<file path="src/rtl/sr_latch_driver.sv">
`default_nettype none
// ============================================================================
// Module   : sr_latch_driver
// Purpose  : Turns set/reset/sample commands into timed S/R pulses for a NOR
//            SR latch, then samples Q/Qn through a 2-flop synchronizer and
//            returns a checked response. Optional macro SR_DRV_FORBIDDEN_EN
//            lets cmd 11 drive S and R together for race characterisation.
// Revision : 1.0 - initial release
// ============================================================================
module sr_latch_driver #(
    parameter int PULSE_W = 2,
    parameter int SETTLE  = 3
) (
    input  logic       in_clk,
    input  logic       in_rst_n,
    input  logic       in_cmd_valid,
    input  logic [1:0] in_cmd,
    output logic       out_cmd_ready,
    output logic       out_set,
    output logic       out_reset,
    input  logic       in_q,
    input  logic       in_qn,
    output logic       out_rsp_valid,
    input  logic       in_rsp_ready,
    output logic       out_rsp_q,
    output logic       out_rsp_err,
    output logic       out_busy
);

    localparam int CNT_MAX = (PULSE_W > SETTLE) ? PULSE_W : SETTLE;
    localparam int CNT_W   = $clog2(CNT_MAX + 1);
    localparam logic [CNT_W-1:0] c_PULSE_LOAD  = CNT_W'(PULSE_W - 1);
    localparam logic [CNT_W-1:0] c_SETTLE_LOAD = CNT_W'(SETTLE - 1);

    typedef enum logic [1:0] {
        S_IDLE   = 2'd0,
        S_PULSE  = 2'd1,
        S_SETTLE = 2'd2,
        S_RESP   = 2'd3
    } state_t;

    state_t           r_state;
    logic [1:0]       r_cmd;
    logic [CNT_W-1:0] r_cnt;
    logic             r_set;
    logic             r_reset;
    logic             r_rspValid;
    logic             r_rspQ;
    logic             r_rspErr;
    logic [1:0]       r_qSync;
    logic [1:0]       r_qnSync;
    logic             w_qS;
    logic             w_qnS;
    logic             w_capErr;

    always_ff @(posedge in_clk or negedge in_rst_n) begin
        if (!in_rst_n) begin
            r_qSync  <= 2'b00;
            r_qnSync <= 2'b00;
        end else begin
            r_qSync  <= {r_qSync[0], in_q};
            r_qnSync <= {r_qnSync[0], in_qn};
        end
    end

    assign w_qS  = r_qSync[1];
    assign w_qnS = r_qnSync[1];

    // Equal Q/Qn means the latch is not in a valid stored state.
    assign w_capErr = (w_qS == w_qnS)
                    | ((r_cmd == 2'b01) & ~w_qS)
                    | ((r_cmd == 2'b10) &  w_qS)
                    |  (r_cmd == 2'b11);

    always_ff @(posedge in_clk or negedge in_rst_n) begin
        if (!in_rst_n) begin
            r_state    <= S_IDLE;
            r_cmd      <= 2'b00;
            r_cnt      <= '0;
            r_set      <= 1'b0;
            r_reset    <= 1'b0;
            r_rspValid <= 1'b0;
            r_rspQ     <= 1'b0;
            r_rspErr   <= 1'b0;
        end else begin
            case (r_state)
                S_IDLE: begin
                    if (in_cmd_valid) begin
                        r_cmd <= in_cmd;
                        case (in_cmd)
                            2'b01: begin
                                r_set   <= 1'b1;
                                r_cnt   <= c_PULSE_LOAD;
                                r_state <= S_PULSE;
                            end
                            2'b10: begin
                                r_reset <= 1'b1;
                                r_cnt   <= c_PULSE_LOAD;
                                r_state <= S_PULSE;
                            end
                            2'b00: begin
                                r_cnt   <= c_SETTLE_LOAD;
                                r_state <= S_SETTLE;
                            end
                            default: begin
`ifdef SR_DRV_FORBIDDEN_EN
                                r_set   <= 1'b1;
                                r_reset <= 1'b1;
                                r_cnt   <= c_PULSE_LOAD;
                                r_state <= S_PULSE;
`else
                                r_state <= S_RESP;
`endif
                            end
                        endcase
                    end
                end
                S_PULSE: begin
                    if (r_cnt == '0) begin
                        r_set   <= 1'b0;
                        r_reset <= 1'b0;
                        r_cnt   <= c_SETTLE_LOAD;
                        r_state <= S_SETTLE;
                    end else begin
                        r_cnt <= r_cnt - 1'b1;
                    end
                end
                S_SETTLE: begin
                    if (r_cnt == '0) begin
                        r_rspValid <= 1'b1;
                        r_rspQ     <= w_qS;
                        r_rspErr   <= w_capErr;
                        r_state    <= S_RESP;
                    end else begin
                        r_cnt <= r_cnt - 1'b1;
                    end
                end
                S_RESP: begin
                    // A direct IDLE->RESP entry arrives without a response yet.
                    if (!r_rspValid) begin
                        r_rspValid <= 1'b1;
                        r_rspQ     <= w_qS;
                        r_rspErr   <= w_capErr;
                    end else if (in_rsp_ready) begin
                        r_rspValid <= 1'b0;
                        r_state    <= S_IDLE;
                    end
                end
                default: r_state <= S_IDLE;
            endcase
        end
    end

    assign out_cmd_ready = (r_state == S_IDLE);
    assign out_busy      = (r_state != S_IDLE);
    assign out_set       = r_set;
    assign out_reset     = r_reset;
    assign out_rsp_valid = r_rspValid;
    assign out_rsp_q     = r_rspQ;
    assign out_rsp_err   = r_rspErr;

endmodule
`default_nettype wire
</file>
<file path="config.mk">
export PLATFORM = sky130hd
export DESIGN_NAME = sr_latch_driver
export DESIGN_NICKNAME = d
export VERILOG_FILES = /design/src/rtl/sr_latch_driver.sv
export SDC_FILE = /design/constraint.sdc
export NUM_CORES = 1
export LEC_CHECK = 0
export ABC_AREA = 1
export BUFFER_PORTS_ARGS = -buffer_cell sky130_fd_sc_hd__buf_2
export CORE_AREA = 2 2 51 53
export CTS_CLUSTER_DIAMETER = 30
export DETAILED_ROUTE_END_ITERATION = 8
export DIE_AREA = 0 0 53 55
export GPL_TIMING_DRIVEN = 0
export PLACE_DENSITY = 0.66
export SYNTH_ARGS = -nofsm -noshare
export SYNTH_HDL_FRONTEND = slang
export SYNTH_SLANG_ARGS = --single-unit
</file>
<file path="constraint.sdc">
create_clock -name in_clk -period 1.9 [get_ports in_clk]
set_clock_uncertainty 0.1 [all_clocks]
set_input_delay 0.095 -clock in_clk [delete_from_list [all_inputs] [get_ports in_clk]]
set_output_delay 0.095 -clock in_clk [all_outputs]
set_load 0.02 [all_outputs]
</file>
=== Yosys cells after proc, flatten, opt, wreduce, memory -nomap -nowiden ===
Cells that the tools add are included.

* Input bits: 8
* Output and inout bits: 7
* Register bits: 15
* Logic and storage cells: 80

* Muxes and demuxes: 29
* Bitwise operators: 6
* Equality and inequality tests: 19
* Reductions and logical operators: 15
* Add/subtract/negate cells: 1

{| class="wikitable"
|+ Operators by type and width
! operator !! number
|-
| 2-to-1 mux 2 bit || 8
|-
| != test 2 bit, second input constant || 7
|-
| 2-to-1 mux 1 bit || 12
|-
| AND reduction 4 bit || 3
|-
| == test 2 bit, second input constant || 5
|-
| case mux 1 bit (2 select lines) || 5
|-
| case mux 2 bit (2 select lines) || 2
|-
| case mux 2 bit (4 select lines) || 1
|-
| == test 2 x 1 -> 1 bit, second input constant || 3
|-
| logical NOT 2 bit || 3
|-
| case mux 2 bit (3 select lines) || 1
|-
| nonzero test 2 bit || 3
|-
| AND reduction 5 bit || 1
|-
| != test 2 x 1 -> 1 bit, second input constant || 2
|-
| AND reduction 2 bit || 2
|-
| != test 3 x 2 -> 1 bit, second input constant || 1
|-
| bitwise OR 1 bit || 3
|-
| AND reduction 3 bit || 1
|-
| nonzero test 3 bit || 1
|-
| AND 1 bit || 2
|-
| OR reduction 2 bit || 1
|-
| subtractor 2 x 1 -> 2 bit, second input constant || 1
|-
| == test 1 bit || 1
|-
| NOT 1 bit || 1
|}

=== Depth between registers and ports, before layout ===
* Depth in word-level cells: 7
* Mapped depth: 9
* Mapped depth without buffers: 9

=== Worst setup path after synthesis ===
Ideal clock, no wire load.

* Path type: register -> register
* Start: register r_state[0]
* End: register r_reset, in the netlist out_reset
* Data arrival time: 1.223 ns
* Library setup time: 0.117 ns
* Clock period less this slack: 1.440 ns
* Slack: 0.460 ns
* Buffers on the path: 0
* Stages on the path, launching flop included: 9
* Path through: dfrtp_1 inv_1 ha_1 nand2_1 nand2_1 inv_1 nand2_1 nand2_1 nand2_1

* Word-level cells in the longest chain between the ends: 3

{| class="wikitable"
|+ RTL lines
! element !! RTL line !! RTL
|-
| start: declaration || 42 || <nowiki>state_t r_state;</nowiki>
|-
| start signal: assignment || 77 || <nowiki>r_state <= S_IDLE;</nowiki>
|-
| start signal: assignment || 94 || <nowiki>r_state <= S_PULSE;</nowiki>
|-
| start signal: assignment || 99 || <nowiki>r_state <= S_PULSE;</nowiki>
|-
| logical NOT 2 bit * || n/a ||
|-
| via out_cmd_ready || 18 || <nowiki>output logic out_cmd_ready,</nowiki>
|-
| != test 2 x 1 -> 1 bit (no source line), or another cell as far along || n/a ||
|-
| AND reduction 4 bit (no source line) || n/a ||
|-
| end signal: assignment || 81 || <nowiki>r_reset <= 1'b0;</nowiki>
|-
| end signal: assignment || 97 || <nowiki>r_reset <= 1'b1;</nowiki>
|-
| end signal: assignment || 121 || <nowiki>r_reset <= 1'b0;</nowiki>
|-
| end: declaration || 46 || <nowiki>logic r_reset;</nowiki>
|}

The timed path passes the listed nets; every way through them passes the cells marked *.
A chain may end at the register's enable or synchronous reset.

=== Worst setup path after layout ===
* Start: register r_state[0]
* End: register r_state[1]

* Word-level cells in the longest chain between the ends: 3

{| class="wikitable"
|+ RTL lines
! element !! RTL line !! RTL
|-
| == test 2 x 1 -> 1 bit, or another cell as far along || 86 || <nowiki>case (r_state)</nowiki>
|-
| != test 2 bit (no source line) || n/a ||
|-
| AND reduction 5 bit (no source line) || n/a ||
|}

Several ways; a longest one is shown, not always the timed one.

==> metrics.md <==
| Metric | Value |
|---|---|
| Num CTS Buffers | 3 |
| YS warnings | 0 |
| WS Path Type | flip-flop to flip-flop |
| Die H | 55 um |
| Setup-failing EPs final | 0 |
| Post-Synth Adder-Cell Area | 0.166 |
| Hold endpoint | r_cmd[0]$_DFFE_PN0P_ |
| Sequential share of the synthesized area | 0.414 |
| Die ar. | 2920 um^2 |
| Final TNS setup | 0 ns |
| Final period util | 0.875 |
| Crit Reg-Reg Endpoint | r_state[1]$_DFFE_PN0P_ |
| Post-layout util | 0.453 |
| WL per Instance | 10.3 um |
| Vias per cell | ~4.7 |
| GPL Wtd Cong | 0.812 |
| Post-CTS Resized | 0 |
| Max incr delay on CP | 0.43 ns |
| Top post-synthesis cells by area | dfrtp_1 41%, nand2_1 18%, ha_1 17% |
| Crit-path max FO | 5 |
| Syn avg cell area | 7.61 um^2 |
| Most frequent cells in the layout | 43 x nand2_1, 19 x inv_1, 15 x dfrtp_1, 14 x buf_2, 12 x ha_1 |
| Syn Nets | 139 |
| Share of post-route cells with drive strength above 1 | 0.143 |
| Worst slew pin tran | 0.382 ns |
| Largest family of logic cells by synthesized area | simple AND/OR/NAND/NOR gates |
| Via count of the routed design | 791 |
| Post-Layout Cell Count | 170 |
| Max-slew violations | 0 |
| CP arrival | 1.75 ns |
| Critical R2R Launch | r_state[0]$_DFFE_PN0P_ |
| Status | completed |
| Synth cell types | 12 |
| Starting Density | 0.383 |
| Slew headroom | 0.743 |
| Number of setup buffers added after CTS | 0 |
| Total GRT Usage | 0.144 |
| Nets | 161 |
| Die width | 53 um |
| First-pass GRT wire length | 3.02 mm |
| Max IR drop VDD | 0.640 mV |
| Hold path startpoint | in_cmd[0] |
| CTS root buf | clkbuf_4 |
| Port buffer count | 14 |
| H-Tree Depth | 1 |
| CP most frequent cell | nand2_1 |
| Crit path launch type | flip-flop |
| Largest net degree at the start of global routing | 16 |
| Max-Cap Viols | 0 |
| Reg clk slew, reported paths | 0.10 ns |
| CTS tree | yes |
| Initial antenna violation count | 0 |
| Synth Cell Area | 906 um^2 |
| Core Footprint | 2360 um^2 |
| Syn-to-layout area delta | 18.2% |
| Synth Area in Compound Gates | 0.0552 |
| Post-Synth XOR/XNOR Area | 0 |
| HPWL Detailed | 1.38 mm |
| R2R Setup Slk | roughly 0.24 ns |
| Worst skew pair latency | 0.29 ns |
| Remaining DRCs | 0 |
| DR pass1 iterations | 4 |
| 1st-iter DRT viols | 17 |
| Final Critical Period | 1.66 ns |
| Post-synthesis mux area share | 0 |
| GR Overflow Total | 0 |
| Synthesized flop and latch total | 15 |
| Post-route ant nets | 0 |
| Lkg Pwr | between 0.6 and 0.7 nW |
| Hold Slack | 0.0160 ns |
| Worst Hold Depth | 3 |
| Vias in the first global route | 750 |
| Crit-path slowest cell | dfrtp_1 |
| Yosys top cell area share | 0.414 |
| Fmax | roughly 600 MHz |
| I/O pins | 15 |
| RSZ-0062 raised after global routing | no |
| FF-to-FF path depth | 6 |
| Simple-gate share of the synthesized area | 0.282 |
| Worst Path Required | around 2 ns |
| Worst hold path type | primary input to flip-flop |
| CTS sink cnt | 15 |
| Clk buf depth | 2 |
| Ordered cell list for the critical path | inv_1 > ha_1 > o21ai_0 > nand3_1 > nand2_1 > nand2_1 |
| Synth Instances | approximately 120 |
| Crit. End Element | flip-flop |
| Dpl cells | 163 |
| Most common library cell in the layout ignoring fill and taps | nand2_1 |
| Rows | 18 |
| Final wirelength | 1.76 mm |
| Pwr dens | 1600 nW/um^2 |
| Pwr Total | about 0.0017 W |
| Antenna diode count | 0 |
| Hold Vio Cnt, Final | 0 |
| Synth area leader | dfrtp_1 |
per-layer routing:
layer,vias to the layer above,part of all wire,GRT usage
met5,-,0,0
met4,0,0.019,0.0641
met3,5,0.046,0.0296
met2,14,0.50,0.260
met1,361,0.44,0.163
li1,411,-,-
worst max-delay path by stage:
stage	from	endpoint	slack [ns]
finish	r_state[0]$_DFFE_PN0P_	r_state[1]$_DFFE_PN0P_	0.24
CTS	r_state[0]$_DFFE_PN0P_	out_busy	0.27
detailed placement	r_state[0]$_DFFE_PN0P_	r_state[1]$_DFFE_PN0P_	0.35
floorplan	r_state[0]$_DFFE_PN0P_	out_reset$_DFFE_PN0P_	0.46
global route	r_state[0]$_DFFE_PN0P_	r_state[1]$_DFFE_PN0P_	0.05
global placement	r_state[0]$_DFFE_PN0P_	r_state[1]$_DFFE_PN0P_	0.38
repair_timing:
| item | in CTS | in global routing |
|---|---|---|
| hold buffers | 3 | 0 |
| endpoints found under the setup margin | 0 | 0 |
| endpoints found under the hold margin | 17 | 0 |
report_power, final:
group | internal [W] | switching (W) | total, W
combinational | 0.000354 | 0.000643 | 0.000997
clock | 0.0000784 | 0.000114 | 0.000192
sequential | 0.000443 | 0.0000790 | 0.000522
cells in the mapped netlist:
library cell / instances
nand2_1: 43
inv_1: 19
dfrtp_1: 15
ha_1: 12
o21ai_0: 9
nor2_1: 8
nand3_1: 6
nand3b_1: 2
nand4_1: 2
a21oi_1: 1
inv_2: 1
or2_2: 1
logic make-up after synthesis:
group	Yosys count
fa+ha+maj	12
flops	15
buf+inv	20
compound gates	10
simple gates	62
registers in the layout, indices dropped and copies added (netlist names):
| register | cells |
|---|---|
| out_reset | 1 |
| out_rsp_err | 1 |
| out_rsp_q | 1 |
| out_rsp_valid | 1 |
| out_set | 1 |
| r_cmd | 2 |
| r_cnt | 2 |
| r_qSync | 2 |
| r_qnSync | 2 |
| r_state | 2 |
worst max-delay path, delay by kind of cell, from the launching register on:
family / cells / cell delay [ns]
DFF: 1 / 0.43
AOI/OAI and AO/OA: 1 / 0.35
and+or+nand+nor: 3 / 0.31
adders and majority gates: 1 / 0.24
buffers and inverters: 1 / 0.12
stage by stage:
step                      setup slack, ns  instance area (um^2)
after CTS                           0.272                  1070
after detailed placement            0.351                  1010
after global placement              0.377                  1010
after floorplan                     0.460                   906
final                               0.238                  1070
after global routing               0.0540                  1070
final cells by class:
| class | instances | area (um^2) |
|---|---|---|
| Fill cell | 236 | 1290 |
| Multi-Input combinational cell | 84 | 455 |
| Sequential cell | 15 | 375 |
| Timing Repair Buffer | 17 | 100 |
| Inverter | 20 | 75.1 |
| Tap cell | 30 | 37.5 |
| Clock buffer | 3 | 22.5 |
| Clock inverter | 1 | 5.00 |
(Power assumes the default switching activity.)
